<file path="config.mk">
export PLATFORM = sky130hd
export DESIGN_NAME = bnn_conv_multik
export DESIGN_NICKNAME = d
export VERILOG_FILES = /design/src/rtl/bnn_pkg.sv /design/src/rtl/bnn_row_xnor_popcount.sv /design/src/rtl/bnn_conv_multik.sv
export SDC_FILE = /design/constraint.sdc
export NUM_CORES = 1
export LEC_CHECK = 0
export CORE_UTILIZATION = 55
export CTS_CLUSTER_SIZE = 40
export DETAILED_ROUTE_END_ITERATION = 8
export PLACE_DENSITY = 0.75
export REMOVE_ABC_BUFFERS = 1
export SKIP_CTS_REPAIR_TIMING = 1
export SYNTH_ARGS = -nofsm -noshare
export SYNTH_HDL_FRONTEND = slang
export SYNTH_SLANG_ARGS = --single-unit
</file>
<file path="constraint.sdc">
create_clock -name clk -period 10.2 [get_ports clk]
set_clock_uncertainty 0.15 [all_clocks]
set_input_delay 1.53 -clock clk [delete_from_list [all_inputs] [get_ports clk]]
set_output_delay 1.53 -clock clk [all_outputs]
set_load 0.01 [all_outputs]
</file>
<file path="src/rtl/bnn_pkg.sv">
// Shared types, constants and helpers for the multi-kernel binary 3x3 convolution engine.
package bnn_pkg;

    typedef enum logic [2:0] {
        IDLE,
        LOAD_W,
        HDR_REQ,
        HDR_CAP,
        ROW_REQ,
        ROW_CAP,
        WRITE,
        DONE
    } state_t;

    localparam logic [15:0] HDR_TERM  = 16'h00FF;
    localparam int          KERN_BITS = 9;

    function automatic logic [3:0] popcount9(input logic [KERN_BITS-1:0] v);
        logic [3:0] c;
        c = '0;
        for (int i = 0; i < KERN_BITS; i++) begin
            c = c + {3'b000, v[i]};
        end
        return c;
    endfunction

endpackage

</file>
<file path="src/rtl/bnn_row_xnor_popcount.sv">
// One output row of a binary 3x3 convolution: XNOR a 9-bit kernel against a
// sliding 3x3 window of three rows and threshold the match count per column.
module bnn_row_xnor_popcount
    import bnn_pkg::*;
#(
    parameter int DATA_W = 16,
    parameter int THRESH = 4
) (
    input  logic [DATA_W-1:0]    top_i,
    input  logic [DATA_W-1:0]    mid_i,
    input  logic [DATA_W-1:0]    bot_i,
    input  logic [KERN_BITS-1:0] kern_i,
    output logic [DATA_W-3:0]    res_o
);

    // Kernel bit 0 pairs with top[j], bit 3 with mid[j], bit 6 with bot[j].
    always_comb begin
        res_o = '0;
        for (int j = 0; j < DATA_W - 2; j++) begin
            res_o[j] = (popcount9(~(kern_i ^ {bot_i[j+:3], mid_i[j+:3], top_i[j+:3]})) > 4'(THRESH));
        end
    end

endmodule

</file>
<file path="src/rtl/bnn_conv_multik.sv">
// Streams framed binary image rows through a 3-row line buffer and writes one
// thresholded convolution row per kernel, kernel-interleaved, to the output SRAM.
module bnn_conv_multik
    import bnn_pkg::*;
#(
    parameter int DATA_W = 16,
    parameter int ADDR_W = 12,
    parameter int NUM_K  = 4,
    parameter int THRESH = 4
) (
    input  logic              clk,
    input  logic              reset,
    input  logic              run,
    output logic              busy,
    output logic              done,
    output logic [ADDR_W-1:0] dut_sram_read_address,
    input  logic [DATA_W-1:0] sram_dut_read_data,
    output logic [ADDR_W-1:0] dut_sram_write_address,
    output logic [DATA_W-1:0] dut_sram_write_data,
    output logic              wr_enable,
    output logic [ADDR_W-1:0] dut_wmem_read_address,
    input  logic [DATA_W-1:0] wmem_dut_read_data
);

    state_t               state_q;
    logic [ADDR_W-1:0]    rdPtr_q;
    logic [ADDR_W-1:0]    wrPtr_q;
    logic [ADDR_W-1:0]    wmemAddr_q;
    logic [ADDR_W-1:0]    wrAddr_q;
    logic [DATA_W-1:0]    wrData_q;
    logic [DATA_W-1:0]    rowsLeft_q;
    logic [DATA_W-1:0]    rowsLeft_d;
    logic [DATA_W-1:0]    top_q;
    logic [DATA_W-1:0]    mid_q;
    logic [DATA_W-1:0]    bot_q;
    logic [1:0]           rowCnt_q;
    logic [1:0]           rowCnt_d;
    logic [3:0]           loadCnt_q;
    logic [3:0]           writeK_q;
    logic [KERN_BITS-1:0] kern_q [NUM_K];
    logic [KERN_BITS-1:0] kernSel;
    logic [DATA_W-3:0]    convRow;
    logic                 wrEn_q;
    logic                 done_q;
    logic                 unusedWmemBits;

    assign unusedWmemBits = ^wmem_dut_read_data[DATA_W-1:KERN_BITS];

    assign busy                   = (state_q != IDLE);
    assign done                   = done_q;
    assign wr_enable              = wrEn_q;
    assign dut_sram_read_address  = rdPtr_q;
    assign dut_sram_write_address = wrAddr_q;
    assign dut_sram_write_data    = wrData_q;
    assign dut_wmem_read_address  = wmemAddr_q;

    assign rowsLeft_d = rowsLeft_q - 1'b1;
    assign rowCnt_d   = (rowCnt_q == 2'd3) ? 2'd3 : rowCnt_q + 2'd1;

    // A single convolver is shared by all kernels; WRITE steps through them.
    always_comb begin
        kernSel = '0;
        for (int k = 0; k < NUM_K; k++) begin
            if (writeK_q == 4'(k)) begin
                kernSel = kern_q[k];
            end
        end
    end

    bnn_row_xnor_popcount #(
        .DATA_W (DATA_W),
        .THRESH (THRESH)
    ) u_conv (
        .top_i  (top_q),
        .mid_i  (mid_q),
        .bot_i  (bot_q),
        .kern_i (kernSel),
        .res_o  (convRow)
    );

    always_ff @(posedge clk or negedge reset) begin
        if (!reset) begin
            state_q    <= IDLE;
            rdPtr_q    <= '0;
            wrPtr_q    <= '0;
            wmemAddr_q <= '0;
            wrAddr_q   <= '0;
            wrData_q   <= '0;
            rowsLeft_q <= '0;
            top_q      <= '0;
            mid_q      <= '0;
            bot_q      <= '0;
            rowCnt_q   <= '0;
            loadCnt_q  <= '0;
            writeK_q   <= '0;
            wrEn_q     <= 1'b0;
            done_q     <= 1'b0;
            for (int k = 0; k < NUM_K; k++) begin
                kern_q[k] <= '0;
            end
        end else begin
            wrEn_q <= 1'b0;
            done_q <= 1'b0;
            case (state_q)
                IDLE: begin
                    if (run) begin
                        state_q    <= LOAD_W;
                        rdPtr_q    <= '0;
                        wrPtr_q    <= '0;
                        rowCnt_q   <= '0;
                        wmemAddr_q <= '0;
                        loadCnt_q  <= '0;
                    end
                end
                LOAD_W: begin
                    // Weight data lags its address by one cycle, so kernel k lands at count k+1.
                    for (int k = 0; k < NUM_K; k++) begin
                        if (loadCnt_q == 4'(k + 1)) begin
                            kern_q[k] <= wmem_dut_read_data[KERN_BITS-1:0];
                        end
                    end
                    if (loadCnt_q < 4'(NUM_K - 1)) begin
                        wmemAddr_q <= wmemAddr_q + 1'b1;
                    end
                    if (loadCnt_q == 4'(NUM_K)) begin
                        state_q <= HDR_REQ;
                    end else begin
                        loadCnt_q <= loadCnt_q + 4'd1;
                    end
                end
                HDR_REQ: state_q <= HDR_CAP;
                HDR_CAP: begin
                    rdPtr_q <= rdPtr_q + 1'b1;
                    if (sram_dut_read_data == DATA_W'(HDR_TERM)) begin
                        state_q <= DONE;
                        done_q  <= 1'b1;
                    end else begin
                        rowsLeft_q <= sram_dut_read_data;
                        rowCnt_q   <= '0;
                        state_q    <= (sram_dut_read_data == '0) ? HDR_REQ : ROW_REQ;
                    end
                end
                ROW_REQ: state_q <= ROW_CAP;
                ROW_CAP: begin
                    top_q      <= mid_q;
                    mid_q      <= bot_q;
                    bot_q      <= sram_dut_read_data;
                    rdPtr_q    <= rdPtr_q + 1'b1;
                    rowsLeft_q <= rowsLeft_d;
                    rowCnt_q   <= rowCnt_d;
                    if (rowCnt_d == 2'd3) begin
                        state_q  <= WRITE;
                        writeK_q <= '0;
                    end else begin
                        state_q <= (rowsLeft_d != '0) ? ROW_REQ : HDR_REQ;
                    end
                end
                WRITE: begin
                    wrEn_q   <= 1'b1;
                    wrAddr_q <= wrPtr_q;
                    wrData_q <= {2'b00, convRow};
                    wrPtr_q  <= wrPtr_q + 1'b1;
                    if (writeK_q == 4'(NUM_K - 1)) begin
                        state_q <= (rowsLeft_q != '0) ? ROW_REQ : HDR_REQ;
                    end else begin
                        writeK_q <= writeK_q + 4'd1;
                    end
                end
                DONE:    state_q <= IDLE;
                default: state_q <= IDLE;
            endcase
        end
    end

endmodule

</file>
==> results of run 1 <==
-- through the flow --
step           hold WS (ns)  setup slack [ns]
2_1_floorplan         0.305              3.72
3_3_place_gp          0.310              4.79
6_report              0.323              4.64
5_1_grt               0.351              4.24
4_1_cts               0.331              4.63
3_5_place_dp          0.312              4.64
-- cell families (layout without fill, tap and decap cells) --
family                     count (synthesis)  in the layout
DFF                                      177            177
AOI/OAI and AO/OA                        190            190
muxes                                     40             40
adders and majority gates                168            168
and+or+nand+nor                          448            448
buffers and inverters                    177            226
other                                      1              2
xor gates and xnor gates                 153            153
-- synthesized netlist by cell type, types with 5 or more instances --
library cell and instances:
nand2_1 245, dfrtp_1 177, ha_1 98, inv_1 95, nor2_1 89, xnor2_1 82
xor2_1 71, fa_1 70, o21ai_0 62, a21oi_1 57, clkbuf_1 54, mux2_2 37
nand3_1 29, nor3_1 19, a22oi_1 12, buf_4 12, and3_1 11, a31oi_1 10
nor4_1 10, o21ai_2 9, buf_1 7, nand2b_1 6, o22ai_1 6, or4_1 6
nand4_1 5, o211a_1 5, o21bai_1 5, or3_1 5
-- state kept, by name, summed over array words and instances (netlist names), 4 cells and up --
| signal | cells |
|---|---|
| dut_wmem_read_address | 12 |
| dut_sram_write_address | 12 |
| kern_q | 36 |
| wrPtr_q | 12 |
| rowsLeft_q | 16 |
| mid_q | 16 |
| top_q | 16 |
| dut_sram_write_data | 14 |
| loadCnt_q | 4 |
| writeK_q | 4 |
| dut_sram_read_address | 12 |
| bot_q | 16 |
-- final cells by class --
class                           instances  area [µm²]  area share [%]
Multi-Input combinational cell       1001        7550            53.1
Sequential cell                       177        4430            31.2
Timing Repair Buffer                   98         937            6.60
Clock buffer                           17         425            2.99
Inverter                               97         364            2.56
Tap cell                              285         357            2.51
Clock inverter                         14         145            1.02
-- worst register-to-register path, cell delays in order (launching register included) --
cell      delay, ns
dfrtp_1        0.40
inv_1          0.10
ha_1           0.21
nor4b_2        0.15
buf_4          0.18
a22oi_1        0.20
nor2_1         0.06
a21oi_1        0.16
o21ai_2        0.07
buf_4          0.23
xnor2_1        0.17
ha_1           0.28
inv_1          0.05
fa_1           0.50
fa_1           0.54
inv_1          0.05
fa_1           0.48
ha_1           0.24
fa_1           0.43
nor2_1         0.15
nor2_1         0.05
a211oi_1       0.25
o22ai_1        0.11
o21ai_0        0.18
nand2_1        0.07
-- per-layer routing --
metal	vias up	wire (µm)	global-route usage, %
met4	0	438	6.76
met1	4642	12100	31.2
met3	32	977	4.11
li1	4490	-	-
met2	169	13400	41.8
met5	-	0	0
-- how the worst min path moves through the flow --
stage | from | endpoint | slack, ns | cells after the start
floorplan | wrPtr_q[11]$_DFFE_PN0P_ | dut_sram_write_address[11]$_DFFE_PN0P_ | 0.31 | 2
global placement | dut_sram_write_address[7]$_DFFE_PN0P_ | dut_sram_write_address[7]$_DFFE_PN0P_ | 0.31 | 2
detailed placement | dut_sram_write_address[0]$_DFFE_PN0P_ | dut_sram_write_address[0]$_DFFE_PN0P_ | 0.31 | 2
CTS | dut_sram_write_address[0]$_DFFE_PN0P_ | dut_sram_write_address[0]$_DFFE_PN0P_ | 0.33 | 2
global route | dut_sram_write_address[7]$_DFFE_PN0P_ | dut_sram_write_address[7]$_DFFE_PN0P_ | 0.35 | 2
finish | dut_sram_write_address[0]$_DFFE_PN0P_ | dut_sram_write_address[0]$_DFFE_PN0P_ | 0.32 | 2
==> summary.txt, run 1 <==
Worst setup path
  • Data arrival time of the critical path: approximately 5.7 ns
  • Top fanout value on the critical path: 14
  • Register-to-Register Setup Slack: ~4.6 ns
  • Longest individual stage delay on the worst path: 0.54 ns
  • Worst Setup EP: dut_sram_write_data[2]$_DFFE_PN0P_
  • Buffer and inverter count on the worst path: 5
  • Class of the most critical setup path: reg -> reg
  • Critical path endpoint category: register
  • Cell count along the critical path: 24
  • Worst path required time: around 10 ns
  • Dominant delay contributor by cell family on the critical path: adder cells
  • Cells along the critical path: inv_1, ha_1, nor4b_2, buf_4, a22oi_1, nor2_1, a21oi_1, o21ai_2, buf_4, xnor2_1, ha_1, inv_1, fa_1, fa_1, inv_1, fa_1, ha_1, fa_1, nor2_1, nor2_1, a211oi_1, o22ai_1, o21ai_0, nand2_1
  • CP startpoint kind: register
  • Crit. Startpoint: writeK_q[0]$_DFFE_PN0P_
  • Logic depth of the worst register-to-register path: 24
  • Worst flop-to-flop path endpoint: dut_sram_write_data[2]$_DFFE_PN0P_
  • Master of the slowest instance on the critical path: fa_1
  • Most prevalent standard cell on the critical path: fa_1
  • Worst reg2reg path startpoint: writeK_q[0]$_DFFE_PN0P_

Synth
  • Share of synthesized flip-flops with an asynchronous set or reset: 100%
  • Flip-flop and latch count after synthesis: 177
  • Per-instance average area after synthesis: 9.37 µm²
  • Post-synth EDFFs: 0
  • Post-synthesis xor/xnor area fraction: 10.6%
  • Main combinational cell family by area after synthesis: adder cells
  • Compound-Gate Fraction of Synth Area: around 9%
  • Count of cell types in the netlist: 60
  • Ys Warns: 0
  • Most used DFF post-synth: dfrtp_1
  • Seq/Total Area, Yosys: 34.9%
  • Cell type with the largest total area after synthesis: dfrtp_1
  • Area share of the largest cell type after synthesis: a little over a third
  • Synthesized-area fraction occupied by adder cells: 20.7%
  • Mapped Cells: 1354
  • Cell area after synthesis: ~13000 µm²
  • Simple-Gate Fraction of Synth Area: roughly 15%
  • Leading post-synthesis cells by cell area: dfrtp_1, fa_1, ha_1, nand2_1, xnor2_1
  • Share of cell area taken by muxes after synthesis: between 3 and 4%

Clock tree
  • Number of CTS-inserted buffers: 17
  • Number of H-tree branching levels: 4
  • Max clock buf depth: 2
  • CTS tree: built
  • Clock latency at the later pin of the worst-skew pair: 0.43 ns
  • Clock sink count: 177
  • Clock root cell: clkbuf_16
  • Clock-pin slew on the worst setup and hold paths: 0.07 ns

Global routing
  • Vias in the first global route: 9505
  • Global Route Usage Sum: 24.1%
  • Maximum number of pins on one net before global-route repair: just under 100
  • Global-route wire length before repair: ~46000 µm
  • Number of antenna violations at the first check in global routing: 0
  • Overflow left after global routing: 0

Timing
  • Unrepaired setup endpoints after global routing: false
  • Final hold vios: 0
  • Rel. slew slack: around 35%
  • Ratio of final minimum period to clock period: a little over half
  • Worst-Margin Slew: 0.981 ns
  • Max-slew violations: 0
  • Setup TNS: 0 ns
  • Maximum operating frequency: 180 MHz
  • Shortest clock period the worst path allows after layout: 5.56 ns
  • Setup-violating endpoint count in the final report: 0

Route
  • Mean number of vias per cell: between 5 and 6
  • Total number of vias: approximately 9300
  • Antenna violation net count after detailed routing: 0
  • Average wire length per cell after detail routing: ~16 µm
  • Wirelength, routed: between 20000 and 30000 µm
  • Number of iterations in the first detailed-routing pass: 4
  • DRC violations left: 0
  • 1st-iter DRT viols: 655

Place
  • Port buffer count: 80
  • Area after detailed placement: roughly 14000 µm²
  • Final estimated routing congestion in global placement: 0.850
  • HPWL after detailed placement: 19000 µm
  • Placed instance count: roughly 1700

Final layout
  • Commonest non-fill, non-tap cell in the layout: nand2_1
  • Fraction of final layout cells sized beyond drive strength 1: approximately 7.4%
  • Number of fill cells in the layout: ~1900
  • Layout Utilization: 62.7%
  • Number of standard cells in the final layout excluding fillers: ~1700
  • Number of nets at the end of the flow: 1595
  • Synthesis-to-finish area growth: 11.9%
  • Leading cell types in the layout, fill and taps excluded: nand2_1, dfrtp_1, ha_1
  • Number of diodes: 0
  • Final design area excluding fillers: between 10000 and 15000 µm²

Floorplanning
  • Standard-cell rows: 55
  • I/O pin count: 90
  • Die Area: 23700 µm²
  • Core region area: 22600 µm²
  • Die Span Y: 154 µm
  • Die extent in x: 154 µm
  • Initial Util: 56.1%

Flow run
  • Count of max-cap constraint violations: 0

Outcome
  • Result of the run: complete, no violations

Worst hold path
  • Type of the most critical hold path: reg -> reg
Power of run 1 is not shown: default switching activity piles up to over one toggle a cycle in this logic, so the estimate is an artifact.
==> run 2, diff against run 1 <==
Settings changed: PLACE_DENSITY 0.75 to 0.78.
Clock period 10.2 ns to 4.5 ns, I/O delays scaled along.
==> summary.txt, run 2 (synthesis gave the netlist of run 1 again) <==
Outcome
  • Result of the run: finished with violations
  • Violations in the final reports: negative setup slack

Timing
  • Setup-violating endpoint count in the final report: 14
  • Ratio of final minimum period to clock period: 114%
  • Unrepaired setup endpoints after global routing: true
  • Shortest clock period the worst path allows after layout: approximately 5 ns
  • Rel. slew slack: between 40% and 50%
  • Final hold vios: 0
  • Max-slew violations: 0
  • Maximum operating frequency: 195 MHz
  • Worst-Margin Slew: approximately 0.9 ns
  • Worst-case setup margin in the final layout: -0.618 ns

Place
  • Area after detailed placement: around 14000 µm²
  • Final estimated routing congestion in global placement: 0.861
  • Placed instance count: 1700
  • HPWL after detailed placement: around 20000 µm
  • Port buffer count: 80
  • Post-placement worst setup slack: -0.666 ns

Final layout
  • Number of nets at the end of the flow: 1653
  • Leading cell types in the layout, fill and taps excluded: nand2_1, dfrtp_1, nor2_1
  • Number of fill cells in the layout: roughly 1700
  • Commonest non-fill, non-tap cell in the layout: nand2_1
  • Footprint of the multi-input gates: about 8100 µm²
  • Number of diodes: 0
  • Synthesis-to-finish area growth: 20.4%
  • Flip-flop count of the largest register after layout: 36
  • Fraction of final layout cells sized beyond drive strength 1: 17.8%
  • Number of standard cells in the final layout excluding fillers: 1748
  • Register area: about 4400 µm²
  • Final design area excluding fillers: between 15000 and 20000 µm²
  • Largest Register: kern_q

Floorplanning
  • Die extent in x: roughly 150 µm
  • Initial Util: roughly 56%
  • Standard-cell rows: 55
  • Die Span Y: about 150 µm
  • I/O pin count: 90
  • Die Area: between 20000 and 25000 µm²
  • Core region area: about 23000 µm²

Clock tree
  • CTS tree: built
  • Max clock buf depth: 2
  • Clock-pin slew on the worst setup and hold paths: roughly 0.07 ns
  • Number of H-tree branching levels: 4
  • Clock latency at the later pin of the worst-skew pair: 0.44 ns
  • Clock root cell: clkbuf_16
  • Clock sink count: between 150 and 200
  • Number of CTS-inserted buffers: 17

Global routing
  • Global Route Usage Sum: 24.7%
  • Global-route wire length before repair: 46800 µm
  • Overflow left after global routing: 0
  • Maximum number of pins on one net before global-route repair: 91
  • Vias in the first global route: a little under 10000
  • Grt peak-use layer: met2
  • Met3 demand-to-capacity share in global routing: under 10%
  • M2 GR Usage: between 40 and 50%
  • Number of antenna violations at the first check in global routing: 1
  • Met1 Resource Use GR: a little under a third

Route
  • 1st-iter DRT viols: approximately 600
  • DRC violations left: 0
  • Average wire length per cell after detail routing: roughly 17 µm
  • Mean number of vias per cell: 5.53
  • Wirelength, routed: roughly 30000 µm
  • Number of iterations in the first detailed-routing pass: 5
  • Antenna violation net count after detailed routing: 0
  • Total number of vias: roughly 9700

Worst setup path
  • Worst flop-to-flop path endpoint: dut_sram_write_data[6]$_DFFE_PN0P_
  • Longest individual stage delay on the worst path: approximately 0.50 ns
  • Data arrival time of the critical path: about 5.3 ns
  • Worst reg2reg path startpoint: writeK_q[0]$_DFFE_PN0P_
  • Worst path required time: approximately 4.7 ns
  • Master of the slowest instance on the critical path: fa_1
  • Cells along the critical path: ha_4, nor4b_4, buf_4, a22oi_2, nor2_4, a21oi_2, o21ai_2, buf_6, xnor2_2, ha_1, inv_2, fa_1, fa_1, inv_1, fa_1, ha_2, fa_1, o211a_1, nor3_2, o21ai_1
  • Most prevalent standard cell on the critical path: fa_1
  • Dominant delay contributor by cell family on the critical path: adder cells
  • Worst Setup EP: dut_sram_write_data[6]$_DFFE_PN0P_
  • Crit. Startpoint: writeK_q[0]$_DFFE_PN0P_
  • CP startpoint kind: register
  • Cell count along the critical path: 20
  • Critical path endpoint category: register
  • Buffer and inverter count on the worst path: 4
  • Register-to-Register Setup Slack: -0.62 ns
  • Logic depth of the worst register-to-register path: 20
  • Top fanout value on the critical path: 8
  • Class of the most critical setup path: reg -> reg

Worst hold path
  • Type of the most critical hold path: in -> async

Flow run
  • Count of max-cap constraint violations: 0
-- run 2: changes by cell type in the layout (fill, tap and decap cells not counted), moves of 16 or more --
| cell | previous run | this run |
|---|---|---|
| ha_1 | 98 | 82 |
| xor2_1 | 71 | 51 |
| xor2_2 | 0 | 18 |
| xnor2_1 | 82 | 59 |
| xnor2_2 | 0 | 23 |
| buf_4 | 18 | 61 |
-- run 2: per-stage QoR --
step | TNS (ns) | util [%] | hold WS (ns)
after floorplan | -23.89 | - | 0.229
after global placement | -7.17 | 61.7 | 0.307
after detailed placement | -8.32 | 61.7 | 0.312
after CTS | -9.32 | 64.3 | 0.211
after global routing | -10.11 | 67.5 | 0.233
final | -7.69 | 67.5 | 0.162
-- run 2: worst reg2reg max path: cells and delay by family (launching register included) --
family / cells / cell delay, ns
AOI/OAI and AO/OA: 5 / 0.67
adders and majority gates: 7 / 2.66
xor gates and xnor gates: 1 / 0.08
DFF: 1 / 0.44
and+or+nand+nor: 3 / 0.51
buffers and inverters: 4 / 0.50
-- run 2: final cells by class --
cell class,instances,share of cell area [%]
repair buffers,156,9.52
clock inverters,13,1.06
clock buffers,19,2.90
well taps,285,2.33
multi-input cells,1001,52.8
flip-flops and latches,177,29.0
inverters,97,2.38
-- run 2: worst min path at each step --
stage	start	end	slack, ns	cells after the start
floorplan	reset	bot_q[0]$_DFFE_PN0P_	0.23	0
global placement	dut_sram_write_data[2]$_DFFE_PN0P_	dut_sram_write_data[2]$_DFFE_PN0P_	0.31	2
detailed placement	dut_sram_write_address[9]$_DFFE_PN0P_	dut_sram_write_address[9]$_DFFE_PN0P_	0.31	2
CTS	reset	dut_sram_write_data[6]$_DFFE_PN0P_	0.21	1
global route	reset	dut_sram_write_data[6]$_DFFE_PN0P_	0.23	1
finish	reset	dut_sram_write_data[8]$_DFFE_PN0P_	0.16	1
-- run 2: per-layer routing --
layer	part of all wire (%)	vias to the layer above
met5	0	-
met4	2.4	0
met3	4.9	54
met2	52	245
met1	41	4770
li1	-	4597
Power of run 2 is left out for the same reason.
==> run 3, diff against run 2 <==
Settings changed: SKIP_CTS_REPAIR_TIMING 1 to unset.
==> summary.txt, run 3 (synthesis gave the netlist of run 1 again) <==
Timing
  • Rel. slew slack: 42.0%
  • Max-slew violations: 0
  • Worst-Margin Slew: roughly 0.87 ns
  • Maximum operating frequency: roughly 190 MHz
  • Worst-case setup margin in the final layout: -0.642 ns
  • Setup-violating endpoint count in the final report: 14
  • Unrepaired setup endpoints after global routing: true
  • Shortest clock period the worst path allows after layout: between 5 and 6 ns
  • Ratio of final minimum period to clock period: 114%
  • Final hold vios: 0

Worst setup path
  • Top fanout value on the critical path: 7
  • Dominant delay contributor by cell family on the critical path: adder cells
  • Worst reg2reg path startpoint: writeK_q[0]$_DFFE_PN0P_
  • Longest individual stage delay on the worst path: between 0.5 and 0.6 ns
  • Logic depth of the worst register-to-register path: 21
  • Class of the most critical setup path: reg -> reg
  • Worst path required time: between 4 and 5 ns
  • Buffer and inverter count on the worst path: 5
  • Register-to-Register Setup Slack: -0.64 ns
  • Master of the slowest instance on the critical path: fa_1
  • Critical path endpoint category: register
  • CP startpoint kind: register
  • Data arrival time of the critical path: 5.31 ns
  • Cells along the critical path: inv_2, ha_4, nor4b_4, buf_4, a22oi_2, nor2_4, a21oi_2, o21ai_2, buf_6, xnor2_2, ha_1, inv_2, fa_1, fa_1, inv_1, fa_1, ha_2, fa_1, o211a_1, nor3_2, o21ai_1
  • Most prevalent standard cell on the critical path: fa_1
  • Worst flop-to-flop path endpoint: dut_sram_write_data[6]$_DFFE_PN0P_

Route
  • Average wire length per cell after detail routing: between 15 and 20 µm
  • Antenna violation net count after detailed routing: 0
  • DRC violations left: 0
  • 1st-iter DRT viols: roughly 660
  • Number of iterations in the first detailed-routing pass: 6
  • Mean number of vias per cell: between 5 and 6
  • Total number of vias: slightly below 10000
  • Wirelength, routed: approximately 29000 µm

Final layout
  • Synthesis-to-finish area growth: 20.0%
  • Number of diodes: 0
  • Number of nets at the end of the flow: 1657
  • Flip-flop count of the largest register after layout: 36
  • Number of fill cells in the layout: ~1700
  • Commonest non-fill, non-tap cell in the layout: nand2_1
  • Largest Register: kern_q
  • Leading cell types in the layout, fill and taps excluded: nand2_1, dfrtp_1, nor2_1
  • Fraction of final layout cells sized beyond drive strength 1: about 17%

Clock tree
  • Number of H-tree branching levels: 4
  • Clock root cell: clkbuf_16
  • Number of hold-repair buffers added at the cts stage: 0
  • Clock latency at the later pin of the worst-skew pair: 0.44 ns
  • Number of CTS-inserted buffers: 17
  • CTS tree: built
  • Clock sink count: approximately 180
  • Clock-pin slew on the worst setup and hold paths: 0.07 ns
  • Max clock buf depth: 2

Place
  • Final estimated routing congestion in global placement: about 0.86
  • Port buffer count: 80
  • Post-placement worst setup slack: -0.666 ns
  • HPWL after detailed placement: a little under 20000 µm

Floorplanning
  • Core region area: between 20000 and 25000 µm²
  • Die Area: around 24000 µm²
  • Die extent in x: 154 µm
  • Die Span Y: approximately 150 µm
  • Initial Util: between 50% and 60%
  • Standard-cell rows: 55
  • I/O pin count: 90

Global routing
  • Overflow left after global routing: 0
  • Number of antenna violations at the first check in global routing: 1
  • Global Route Usage Sum: between 20% and 30%
  • Vias in the first global route: ~10000
  • Global-route wire length before repair: 48100 µm
  • Maximum number of pins on one net before global-route repair: between 90 and 100

Outcome
  • Result of the run: finished with violations
  • Violations in the final reports: negative setup slack

Flow run
  • Count of max-cap constraint violations: 0

Worst hold path
  • Type of the most critical hold path: in -> async
==> run 3: cell types whose count changed in the layout (fill, tap and decap cells not counted), moves of 3 or more <==
cell / change
buf_4: +3
xor2_1: +4
xnor2_1: +10
xor2_2: -4
xnor2_2: -10
==> run 3: repair_timing <==
| item | CTS | global route |
|---|---|---|
| setup buffers | 8 | 15 |
| pin swaps | 65 | 70 |
| setup endpoints to repair | 14 | 14 |
| resized for setup | 80 | 50 |
==> run 3: final cells by class <==
type                            count  area, µm²  area share, %
Clock buffer                       19        443           2.91
Clock inverter                     13        163           1.07
Inverter                           97        364           2.39
Multi-Input combinational cell   1001       8000           52.5
Sequential cell                   177       4430           29.1
Tap cell                          285        357           2.34
Timing Repair Buffer              160       1480           9.74
==> run 3: worst max path at each step <==
stage                                  startpoint  depth (start not counted)  slack, ns                                  to
after floorplan           writeK_q[0]$_DFFE_PN0P_                         18      -1.98  dut_sram_write_data[2]$_DFFE_PN0P_
after global placement    writeK_q[0]$_DFFE_PN0P_                         21      -0.54  dut_sram_write_data[9]$_DFFE_PN0P_
after detailed placement  writeK_q[0]$_DFFE_PN0P_                         23      -0.67  dut_sram_write_data[2]$_DFFE_PN0P_
after CTS                 writeK_q[0]$_DFFE_PN0P_                         24      -0.52  dut_sram_write_data[2]$_DFFE_PN0P_
after global routing      writeK_q[0]$_DFFE_PN0P_                         24      -0.83  dut_sram_write_data[2]$_DFFE_PN0P_
final                     writeK_q[0]$_DFFE_PN0P_                         21      -0.64  dut_sram_write_data[6]$_DFFE_PN0P_
==> run 3: stage by stage <==
stage | hold slack, ns | utilization (%) | setup TNS, ns | cells | area, µm²
floorplan | 0.229 | - | -23.89 | 1275 | 12300
global placement | 0.307 | 61.7 | -7.17 | 1700 | 14000
detailed placement | 0.312 | 61.7 | -8.32 | 1700 | 14000
CTS | 0.211 | 65.9 | -6.47 | 1740 | 14900
global route | 0.232 | 67.3 | -9.89 | 1752 | 15200
finish | 0.158 | 67.3 | -7.58 | 1752 | 15200
==> run 3: metal layers <==
| metal | track usage (%) | part of all wire [%] | vias to the layer above |
|---|---|---|---|
| li1 | - | - | 4610 |
| met1 | 32.1 | 42 | 4812 |
| met2 | 44.8 | 51 | 234 |
| met3 | 3.89 | 4.6 | 49 |
| met4 | 9.05 | 2.4 | 0 |
| met5 | 0 | 0 | - |
Power of run 3 is left out for the same reason.
